## config.mk

```make
export PLATFORM = sky130hd
export DESIGN_NAME = iiitb_sd_serializer_flat
export DESIGN_NICKNAME = d
export VERILOG_FILES = /design/src/rtl/iiitb_sd_serializer_if.sv /design/src/rtl/iiitb_sd_serializer.sv /design/src/flat_wrapper.sv
export SDC_FILE = /design/constraint.sdc
export NUM_CORES = 1
export LEC_CHECK = 0
export BUFFER_PORTS_ARGS = -buffer_cell sky130_fd_sc_hd__buf_2
export CAP_MARGIN = 20
export CORE_MARGIN = 2
export CORE_UTILIZATION = 28
export CTS_CLUSTER_SIZE = 10
export DETAILED_ROUTE_END_ITERATION = 7
export GPL_ROUTABILITY_DRIVEN = 0
export PLACE_DENSITY_LB_ADDON = 0.2
export SLEW_MARGIN = 10
export SYNTH_ARGS = -nofsm -noshare
export SYNTH_HDL_FRONTEND = slang
export SYNTH_SLANG_ARGS = --single-unit
export TNS_END_PERCENT = 5
```

## constraint.sdc

```tcl
create_clock -name clk -period 1.1 [get_ports clk]
set_input_delay 0 -clock clk [delete_from_list [all_inputs] [get_ports clk]]
set_output_delay 0 -clock clk [all_outputs]
set_load 0.02 [all_outputs]
```

## src/rtl/iiitb_sd_serializer_if.sv

```systemverilog
// Parallel-word valid/ready handshake between the upstream source and the serializer.
`timescale 1ns/1ps
interface iiitb_sd_serializer_if #(
  parameter int WIDTH = 8
);
  logic [WIDTH-1:0] s_data;
  logic             s_valid;
  logic             s_ready;

  modport master (output s_data, output s_valid, input s_ready);
  modport slave  (input s_data, input s_valid, output s_ready);
endinterface

```

## src/rtl/iiitb_sd_serializer.sv

```systemverilog
// Parallel-to-serial feeder for the sequence detector: one holding word plus a shifter,
// optional idle gap between words.
//
//   state | meaning
//   IDLE  | no word in flight; launches the held word on the next edge if one is waiting
//   SHIFT | word in flight; cnt = bits already launched
//   GAPW  | idle gap after a word; gap_cnt counts down to zero
`timescale 1ns/1ps
module iiitb_sd_serializer #(
  parameter int WIDTH     = 8,
  parameter bit MSB_FIRST = 1'b1,
  parameter bit IDLE_BIT  = 1'b0,
  parameter int GAP       = 0
) (
  input  logic                 clk,
  input  logic                 reset,
  iiitb_sd_serializer_if.slave s,
  output logic                 ser_out,
  output logic                 ser_valid,
  output logic                 word_done,
  output logic                 busy
);
  localparam int            CW         = $clog2(WIDTH + 1);
  localparam logic [CW-1:0] CNT_LAST   = CW'(WIDTH);
  localparam logic [CW-1:0] CNT_PENULT = CW'(WIDTH - 1);
  localparam bit            HAS_GAP    = (GAP > 0);
  localparam logic [7:0]    GAP_LOAD   = (GAP > 0) ? 8'(GAP - 1) : 8'd0;

  typedef enum logic [1:0] {
    IDLE  = 2'd0,
    SHIFT = 2'd1,
    GAPW  = 2'd2
  } state_t;

  state_t           state, state_n;
  logic [CW-1:0]    cnt, cnt_n;
  logic [7:0]       gap_cnt, gap_n;
  logic [WIDTH-1:0] sh, sh_n;
  logic [WIDTH-1:0] hold, hold_n;
  logic             hold_full, full_n;
  logic             out_n, vld_n, done_n;
  logic             accept;
  logic             word_slot;

  function automatic logic head(input logic [WIDTH-1:0] v);
    return MSB_FIRST ? v[WIDTH-1] : v[0];
  endfunction

  function automatic logic [WIDTH-1:0] advance(input logic [WIDTH-1:0] v);
    return MSB_FIRST ? (v << 1) : (v >> 1);
  endfunction

  assign s.s_ready = reset & ~hold_full;
  assign accept    = s.s_valid & s.s_ready;
  assign busy      = (state != IDLE) | hold_full;

  always_comb begin
    state_n   = state;
    cnt_n     = cnt;
    gap_n     = gap_cnt;
    sh_n      = sh;
    hold_n    = hold;
    full_n    = hold_full;
    out_n     = IDLE_BIT;
    vld_n     = 1'b0;
    done_n    = 1'b0;
    word_slot = 1'b0;

    case (state)
      IDLE: word_slot = 1'b1;
      SHIFT: begin
        if (cnt < CNT_LAST) begin
          out_n  = head(sh);
          sh_n   = advance(sh);
          vld_n  = 1'b1;
          cnt_n  = cnt + 1'b1;
          done_n = (cnt == CNT_PENULT);
        end else if (HAS_GAP) begin
          state_n = GAPW;
          gap_n   = GAP_LOAD;
        end else begin
          word_slot = 1'b1;
        end
      end
      GAPW: begin
        if (gap_cnt != 8'd0) gap_n = gap_cnt - 8'd1;
        else                 word_slot = 1'b1;
      end
      default: state_n = IDLE;
    endcase

    // A word boundary: either start the waiting word back-to-back or fall idle.
    if (word_slot) begin
      if (hold_full) begin
        out_n   = head(hold);
        sh_n    = advance(hold);
        vld_n   = 1'b1;
        cnt_n   = CW'(1);
        full_n  = 1'b0;
        state_n = SHIFT;
      end else begin
        state_n = IDLE;
        cnt_n   = '0;
      end
    end

    if (accept) begin
      hold_n = s.s_data;
      full_n = 1'b1;
    end
  end

  always_ff @(posedge clk or negedge reset) begin
    if (!reset) begin
      state     <= IDLE;
      cnt       <= '0;
      gap_cnt   <= '0;
      sh        <= '0;
      hold      <= '0;
      hold_full <= 1'b0;
      ser_out   <= IDLE_BIT;
      ser_valid <= 1'b0;
      word_done <= 1'b0;
    end else begin
      state     <= state_n;
      cnt       <= cnt_n;
      gap_cnt   <= gap_n;
      sh        <= sh_n;
      hold      <= hold_n;
      hold_full <= full_n;
      ser_out   <= out_n;
      ser_valid <= vld_n;
      word_done <= done_n;
    end
  end
endmodule

```

## src/flat_wrapper.sv

```systemverilog
// flat-port wrapper written by rule: the top's interface ports become plain ports
module iiitb_sd_serializer_flat 
#(
  parameter int WIDTH     = 8,
  parameter bit MSB_FIRST = 1'b1,
  parameter bit IDLE_BIT  = 1'b0,
  parameter int GAP       = 0
)
  (clk, reset, ser_out, ser_valid, word_done, busy, s_s_data, s_s_valid, s_s_ready);
  iiitb_sd_serializer_if #(.WIDTH(WIDTH)) s_i ();
  input  logic clk;
  input  logic reset;
  output logic ser_out;
  output logic ser_valid;
  output logic word_done;
  output logic busy;
  input wire logic [$bits(s_i.s_data)-1:0] s_s_data;
  input wire logic [$bits(s_i.s_valid)-1:0] s_s_valid;
  output wire logic [$bits(s_i.s_ready)-1:0] s_s_ready;
  assign s_i.s_data = s_s_data;
  assign s_i.s_valid = s_s_valid;
  assign s_s_ready = s_i.s_ready;
  iiitb_sd_serializer #(.WIDTH(WIDTH), .MSB_FIRST(MSB_FIRST), .IDLE_BIT(IDLE_BIT), .GAP(GAP)) u_core (.clk(clk), .reset(reset), .s(s_i), .ser_out(ser_out), .ser_valid(ser_valid), .word_done(word_done), .busy(busy));
endmodule
```

==> results by group, run 1 <==
Place
  • Number of port buffers: 15
  • Placed Area: 1250 um2
  • Dpl hpwl: 1240 um
  • Placed insts: 138

Power and ir drop
  • Switching share of power: 29.4%
  • Peak supply drop: 0.859 mV
  • NetSw: 1.11 mW
  • PwrDens: 2650 nW/um2
  • Leak Pwr: 0.699 nW
  • Internal Pwr Total: 2.66 mW
  • Register share of total power: 40.0%
  • Clk pwr share: 14.0%
  • Combinational share of power: 46.0%
  • Total power draw: 3.76 mW

Synth
  • Syn Nets: 81
  • Cell variety after synth: 21
  • Post-synthesis sequential area ratio: 58.4%
  • Synthesis-stage register bit count: 25
  • Yosys Warn Count: 0
  • Syn Std Cell Area: 1070 um2
  • Syn Area/Cell: 15.5 um2
  • Syn Inst Count: 69

Clocking
  • Worst skew pair latency: 0.26 ns
  • CTS tree: yes
  • H-tree levels: 1
  • Cts hold-fix bufs: 8
  • Clk slew on worst S/H paths: 0.08 ns
  • Clock buffer depth: 2
  • # clock sinks: 25
  • Root buf cell: clkbuf_8
  • CTS Buf Count: 3

Worst setup path
  • Worst endpoint required time: 1.25 ns
  • CP arrival: 1.39 ns
  • Crit path max-delay family: multiplexers
  • Setup slack, reg-to-reg: -0.14 ns
  • Critical Path Stages: 3
  • Origin of the worst setup path: u_core.hold_full
  • Reg2reg end: u_core.sh[5]
  • CP endpoint kind: register
  • CP most frequent cell: mux2_4
  • CP Cell Sequence: buf_6 -> mux2_4 -> mux2_4
  • Path depth of the worst reg2reg path: 3
  • CP Class: register to register
  • WP buf/inv: 1
  • Crit-path max FO: 8
  • Critical path capture point: u_core.sh[5]
  • Critical path startpoint category: register
  • Crit-path max cell delay: 0.40 ns
  • Crit path max-delay cell type: dfrtp_1
  • Critical R2R Launch: u_core.hold_full

Cells and area
  • Commonest non-fill, non-tap cell in the layout: dfrtp_1
  • Final net count: 116
  • Share of cells above drive strength 1: 51.5%
  • Ant diodes: 0
  • Final Util: 38.8%
  • Area Growth Syn to Fin: 32.5%
  • Post-route insts no fill: 151
  • Fillers: 355
  • Finished Cell Area: 1420 um2
  • Most frequent cells in the layout: dfrtp_1 (25), mux2_4 (14), buf_2 (14)

Die
  • Die Wd: 65.8 um
  • Rows: 22
  • IO Count: 16
  • Placeable Area: 3660 um2
  • Die Y: 65.8 um
  • Die area: 4340 um2
  • Starting Density: 29.3%

Timing
  • Max Clock Skew: 0.00102 ns
  • Worst setup margin: -0.136 ns
  • Hold Fails Final Rpt: 25
  • Hold WS: -0.227 ns
  • Setup violations, final: 17
  • Fin crit share: 112%
  • RSZ-0062 raised after global routing: yes
  • Slew margin rel.: 78.2%
  • Maximum clock frequency: 809 MHz
  • Slew Limit Fails: 0
  • Worst-Margin Slew: 0.326 ns
  • Final Critical Period: 1.24 ns

Run status
  • Status: finished, violations left
  • Failing checks: hold timing, setup timing

Drt
  • Vias: 649
  • Detailed Routing Iterations Pass 1: 2
  • DRT antenna net count: 0
  • WL/cell: 11.9 um
  • Post-Route WL: 1800 um
  • Vias/cell: 4.30
  • Post-route DRC: 0
  • DRT iter0 DRCs: 8

Global route
  • GRT Total Usage: 9.41%
  • Most Crowded Layer GR: met2
  • Initial antenna violation count: 0
  • Vias in the first global route: 690
  • Met3 GRT Util: 2.56%
  • Met1 usage: 11.7%
  • First-pass GRT wire length: 3040 um
  • Met2 GRT Util: 14.5%
  • GRT overflow: 0
  • Largest net degree at the start of global routing: 27

Worst hold path
  • HP Class: input port to async pin

Flow run
  • Max cap viols: 0
through the flow:
step / TNS, ns / setup WS (ns)
global route: -2.55 / -0.165
CTS: -1.03 / -0.126
floorplan: -0.546 / -0.0781
finish: -1.85 / -0.136
detailed placement: -1.85 / -0.135
global placement: -1.61 / -0.117
flip-flops by register name, indices dropped and copies added (netlist names):
name	cells
u_core.hold_full	1
u_core.word_done	1
u_core.hold	8
u_core.state	1
u_core.ser_valid	1
u_core.ser_out	1
u_core.cnt	4
u_core.sh	8
per-layer routing:
layer  part of all wire, %  up-vias
li1                      -      312
met1                    43      318
met2                    50       13
met3                   4.2        6
met4                   3.0        0
met5                     0        -
power by group through the flow:
stage,registers [mW],logic (mW),clock network (mW)
4_1_cts,1.50,1.66,0.555
6_report,1.50,1.73,0.528
2_1_floorplan,1.51,1.18,0
5_1_grt,1.55,1.88,0.588
3_3_place_gp,1.51,1.56,0
3_5_place_dp,1.51,1.59,0
worst register-to-register path, stage by stage, from the launching register on:
cell and delay, ns:
dfrtp_1 0.40, buf_6 0.17, mux2_4 0.30, mux2_4 0.25
cell type report:
cell class / count / area [um2] / share of cell area (%)
clock buffers: 4 / 45.0 / 3.17
inverters: 1 / 3.75 / 0.265
multi-input cells: 41 / 444 / 31.3
flip-flops and latches: 25 / 626 / 44.1
well taps: 48 / 60.1 / 4.23
repair buffers: 32 / 240 / 16.9
cells by family after synthesis:
logic type / Yosys count / synth area share [%]
compound gates: 2 / 0.935
buf+inv: 3 / 2.10
mux: 23 / 28.3
flops: 25 / 58.4
fa+ha+maj: 1 / 1.17
xor+xnor: 1 / 0.818
simple gates: 14 / 8.30
repair_timing:
action | CTS | global route
endpoints found under the hold margin | 33 | 25
pin swaps | 0 | 0
resized for setup | 5 | 5
setup buffers | 0 | 1
setup endpoints to repair | 17 | 22
worst min path at each step:
stage	startpoint	to	slack (ns)	cells after the start
final	reset	u_core.hold[5]	-0.23	2
after global placement	reset	u_core.hold[5]	0.06	2
after CTS	reset	u_core.hold[5]	-0.22	2
after global routing	reset	u_core.hold[5]	-0.20	2
after floorplan	reset	u_core.cnt[0]	-0.30	0
after detailed placement	reset	u_core.hold[5]	0.06	2
synth_stat cells:
library cell	instances	area, um2
o21ai_0	2	10.0
dfrtp_1	25	626
and2_1	1	6.26
buf_6	1	11.3
nand3b_1	1	7.51
nor2b_1	1	6.26
nor2_1	1	3.75
nand3b_2	1	11.3
or2_2	1	6.26
mux2_2	10	113
inv_1	1	3.75
and4_1	1	8.76
buf_4	1	7.51
and2b_2	1	8.76
mux2_4	12	180
nand2b_1	1	6.26
and3_1	2	12.5
nand2_1	3	11.3
mux2i_1	1	10.0
xnor2_1	1	8.76
ha_1	1	12.5
No activity file was read; power rests on OpenSTA's default activity.
==> inputs of run 2 (changes only) <==
--- a/config.mk
+++ b/config.mk
@@ -9,10 +9,12 @@
 export CAP_MARGIN = 20
 export CORE_MARGIN = 2
 export CORE_UTILIZATION = 28
+export CTS_BUF_LIST = sky130_fd_sc_hd__clkbuf_8
 export CTS_CLUSTER_SIZE = 10
 export DETAILED_ROUTE_END_ITERATION = 7
 export GPL_ROUTABILITY_DRIVEN = 0
 export PLACE_DENSITY_LB_ADDON = 0.2
+export SETUP_SLACK_MARGIN = 0.15
 export SLEW_MARGIN = 10
 export SYNTH_ARGS = -nofsm -noshare
 export SYNTH_HDL_FRONTEND = slang
==> results by group, run 2 (synthesis results as in run 1) <==
Die
  • Die Wd: 65.8 um (unchanged)
  • Starting Density: 29.3% (unchanged)
  • Die Y: 65.8 um (unchanged)
  • Placeable Area: 3660 um2 (unchanged)
  • Die area: 4340 um2 (unchanged)
  • Rows: 22 (unchanged)
  • IO Count: 16 (unchanged)

Global route
  • Largest net degree at the start of global routing: 27 (unchanged)
  • GRT overflow: 0 (unchanged)
  • Initial antenna violation count: 0 (unchanged)
  • GRT Total Usage: 9.55% (was 9.41%)
  • Vias in the first global route: 695 (was 690)
  • First-pass GRT wire length: 3090 um (was 3040 um)

Timing
  • Maximum clock frequency: 815 MHz (was 809 MHz)
  • Max Clock Skew: 0.000771 ns (was 0.00102 ns)
  • RSZ-0062 raised after global routing: yes (unchanged)
  • Setup violations, final: 17 (unchanged)
  • Hold Fails Final Rpt: 25 (unchanged)
  • Worst setup margin: -0.128 ns (was -0.136 ns)
  • Worst-Margin Slew: 0.325 ns (was 0.326 ns)
  • Slew margin rel.: 78.3% (was 78.2%)
  • Fin crit share: 112% (about the same)
  • Slew Limit Fails: 0 (unchanged)
  • Hold WS: -0.227 ns (about the same)
  • Post-Route Setup TNS: -1.66 ns (was -1.85 ns)
  • Final Critical Period: 1.23 ns (was 1.24 ns)

Power and ir drop
  • Internal Pwr Total: 2.64 mW (was 2.66 mW)
  • PwrDens: 2630 nW/um2 (was 2650 nW/um2)
  • Combinational share of power: 46.0% (about the same)
  • Clk pwr share: 13.9% (was 14.0%)
  • Peak supply drop: 0.879 mV (was 0.859 mV)
  • Switching share of power: 29.4% (about the same)
  • Register share of total power: 40.1% (was 40.0%)
  • NetSw: 1.10 mW (was 1.11 mW)
  • Leak Pwr: 0.704 nW (was 0.699 nW)
  • Total power draw: 3.74 mW (was 3.76 mW)

Flow run
  • Max cap viols: 0 (unchanged)

Run status
  • Status: finished, violations left (unchanged)
  • Failing checks: hold timing, setup timing (unchanged)

Worst setup path
  • Crit path max-delay family: multiplexers (unchanged)
  • CP most frequent cell: mux2_2 (was mux2_4)
  • Crit-path max cell delay: 0.39 ns (was 0.40 ns)
  • Path depth of the worst reg2reg path: 3 (unchanged)
  • Reg2reg end: u_core.sh[7] (was u_core.sh[5])
  • CP Class: register to register (unchanged)
  • Setup slack, reg-to-reg: -0.13 ns (was -0.14 ns)
  • WP buf/inv: 1 (unchanged)
  • Critical path startpoint category: register (unchanged)
  • Worst endpoint required time: 1.25 ns (about the same)
  • CP Cell Sequence: buf_4 -> mux2_2 -> mux2_2 (was buf_6 -> mux2_4 -> mux2_4)
  • Crit path max-delay cell type: dfrtp_1 (unchanged)
  • CP arrival: 1.38 ns (was 1.39 ns)
  • Critical R2R Launch: u_core.hold_full (unchanged)
  • Crit-path max FO: 3 (was 8)
  • CP endpoint kind: register (unchanged)

Cells and area
  • Post-route insts no fill: 151 (unchanged)
  • Ant diodes: 0 (unchanged)
  • Area of the multi-input gates: 447 um2 (was 444 um2)
  • Final net count: 116 (unchanged)
  • Top Registers: u_core.hold (8), u_core.sh (8), u_core.cnt (4) (unchanged)
  • Fillers: 354 (was 355)
  • Share of cells above drive strength 1: 52.4% (was 51.5%)
  • Area Growth Syn to Fin: 32.7% (was 32.5%)
  • Register area: 626 um2 (unchanged)
  • Final Util: 38.8% (about the same)
  • Finished Cell Area: 1420 um2 (about the same)
  • Commonest non-fill, non-tap cell in the layout: dfrtp_1 (unchanged)
  • Most frequent cells in the layout: dfrtp_1 (25), buf_2 (14), mux2_4 (12) (was dfrtp_1 (25), mux2_4 (14), buf_2 (14))

Drt
  • Detailed Routing Iterations Pass 1: 2 (unchanged)
  • DRT iter0 DRCs: 10 (was 8)
  • Vias/cell: 4.28 (was 4.30)
  • DRT antenna net count: 0 (unchanged)
  • Vias: 646 (was 649)
  • WL/cell: 11.8 um (was 11.9 um)
  • Post-Route WL: 1780 um (was 1800 um)
  • Post-route DRC: 0 (unchanged)

Clocking
  • Clk slew on worst S/H paths: 0.08 ns (about the same)
  • # clock sinks: 25 (unchanged)
  • Cts hold-fix bufs: 8 (unchanged)
  • Worst skew pair latency: 0.26 ns (about the same)
  • Clock buffer depth: 2 (unchanged)
  • CTS tree: yes (unchanged)
  • Root buf cell: clkbuf_8 (unchanged)
  • CTS Buf Count: 3 (unchanged)
  • H-tree levels: 1 (unchanged)

Place
  • Placed insts: 138 (unchanged)
  • Dpl hpwl: 1240 um (unchanged)
  • Placed Area: 1250 um2 (unchanged)
  • Dpl ws: -0.135 ns (unchanged)
  • Number of port buffers: 15 (unchanged)

Worst hold path
  • HP Class: input port to async pin (unchanged)
run 2: changes by cell type in the layout (fill, tap and decap cells not counted):
cell      before  now
mux2_2         8   10
mux2_4        14   12
and3_1         2    1
and3_4         0    1
clkbuf_1       1    0
inv_1          1    2
nor2b_2        1    0
nor2b_4        0    1
o21ai_0        2    1
o21ai_1        0    1
run 2: cell type report:
class / instances / area share, %
Clock inverter: 1 / 0.264
Tap cell: 48 / 4.23
Timing Repair Buffer: 32 / 16.9
Clock buffer: 3 / 2.90
Inverter: 1 / 0.264
Sequential cell: 25 / 44.0
Multi-Input combinational cell: 41 / 31.4
run 2: power groups by stage:
stage	clock (mW)	sequential, mW	combinational (mW)
final	0.518	1.50	1.72
after global routing	0.579	1.55	1.88
after CTS	0.547	1.50	1.72
after detailed placement	0	1.51	1.59
after global placement	0	1.51	1.56
after floorplan	0	1.51	1.18
run 2: worst max path at each step:
stage / from / endpoint / slack (ns) / cells past startpoint
after floorplan: u_core.hold_full / u_core.sh[2] / -0.08 / 3
final: u_core.hold_full / u_core.sh[7] / -0.13 / 3
after CTS: u_core.hold_full / u_core.sh[7] / -0.12 / 3
after detailed placement: u_core.hold_full / u_core.sh[2] / -0.13 / 3
after global routing: u_core.hold_full / u_core.sh[7] / -0.16 / 3
after global placement: u_core.hold_full / u_core.sh[3] / -0.12 / 3
run 2: repair_timing:
action,CTS,global route
setup buffers,1,0
pin swaps,0,3
hold endpoints to repair,33,25
gates resized for setup,8,3
setup endpoints to repair,27,27
run 2: routing by layer:
metal / vias up / track usage (%) / wire, um
met2: 11 / 14.9 / 873
li1: 312 / - / -
met1: 319 / 11.8 / 796
met5: - / 0 / 0
met4: 0 / 5.73 / 31
met3: 4 / 2.56 / 74
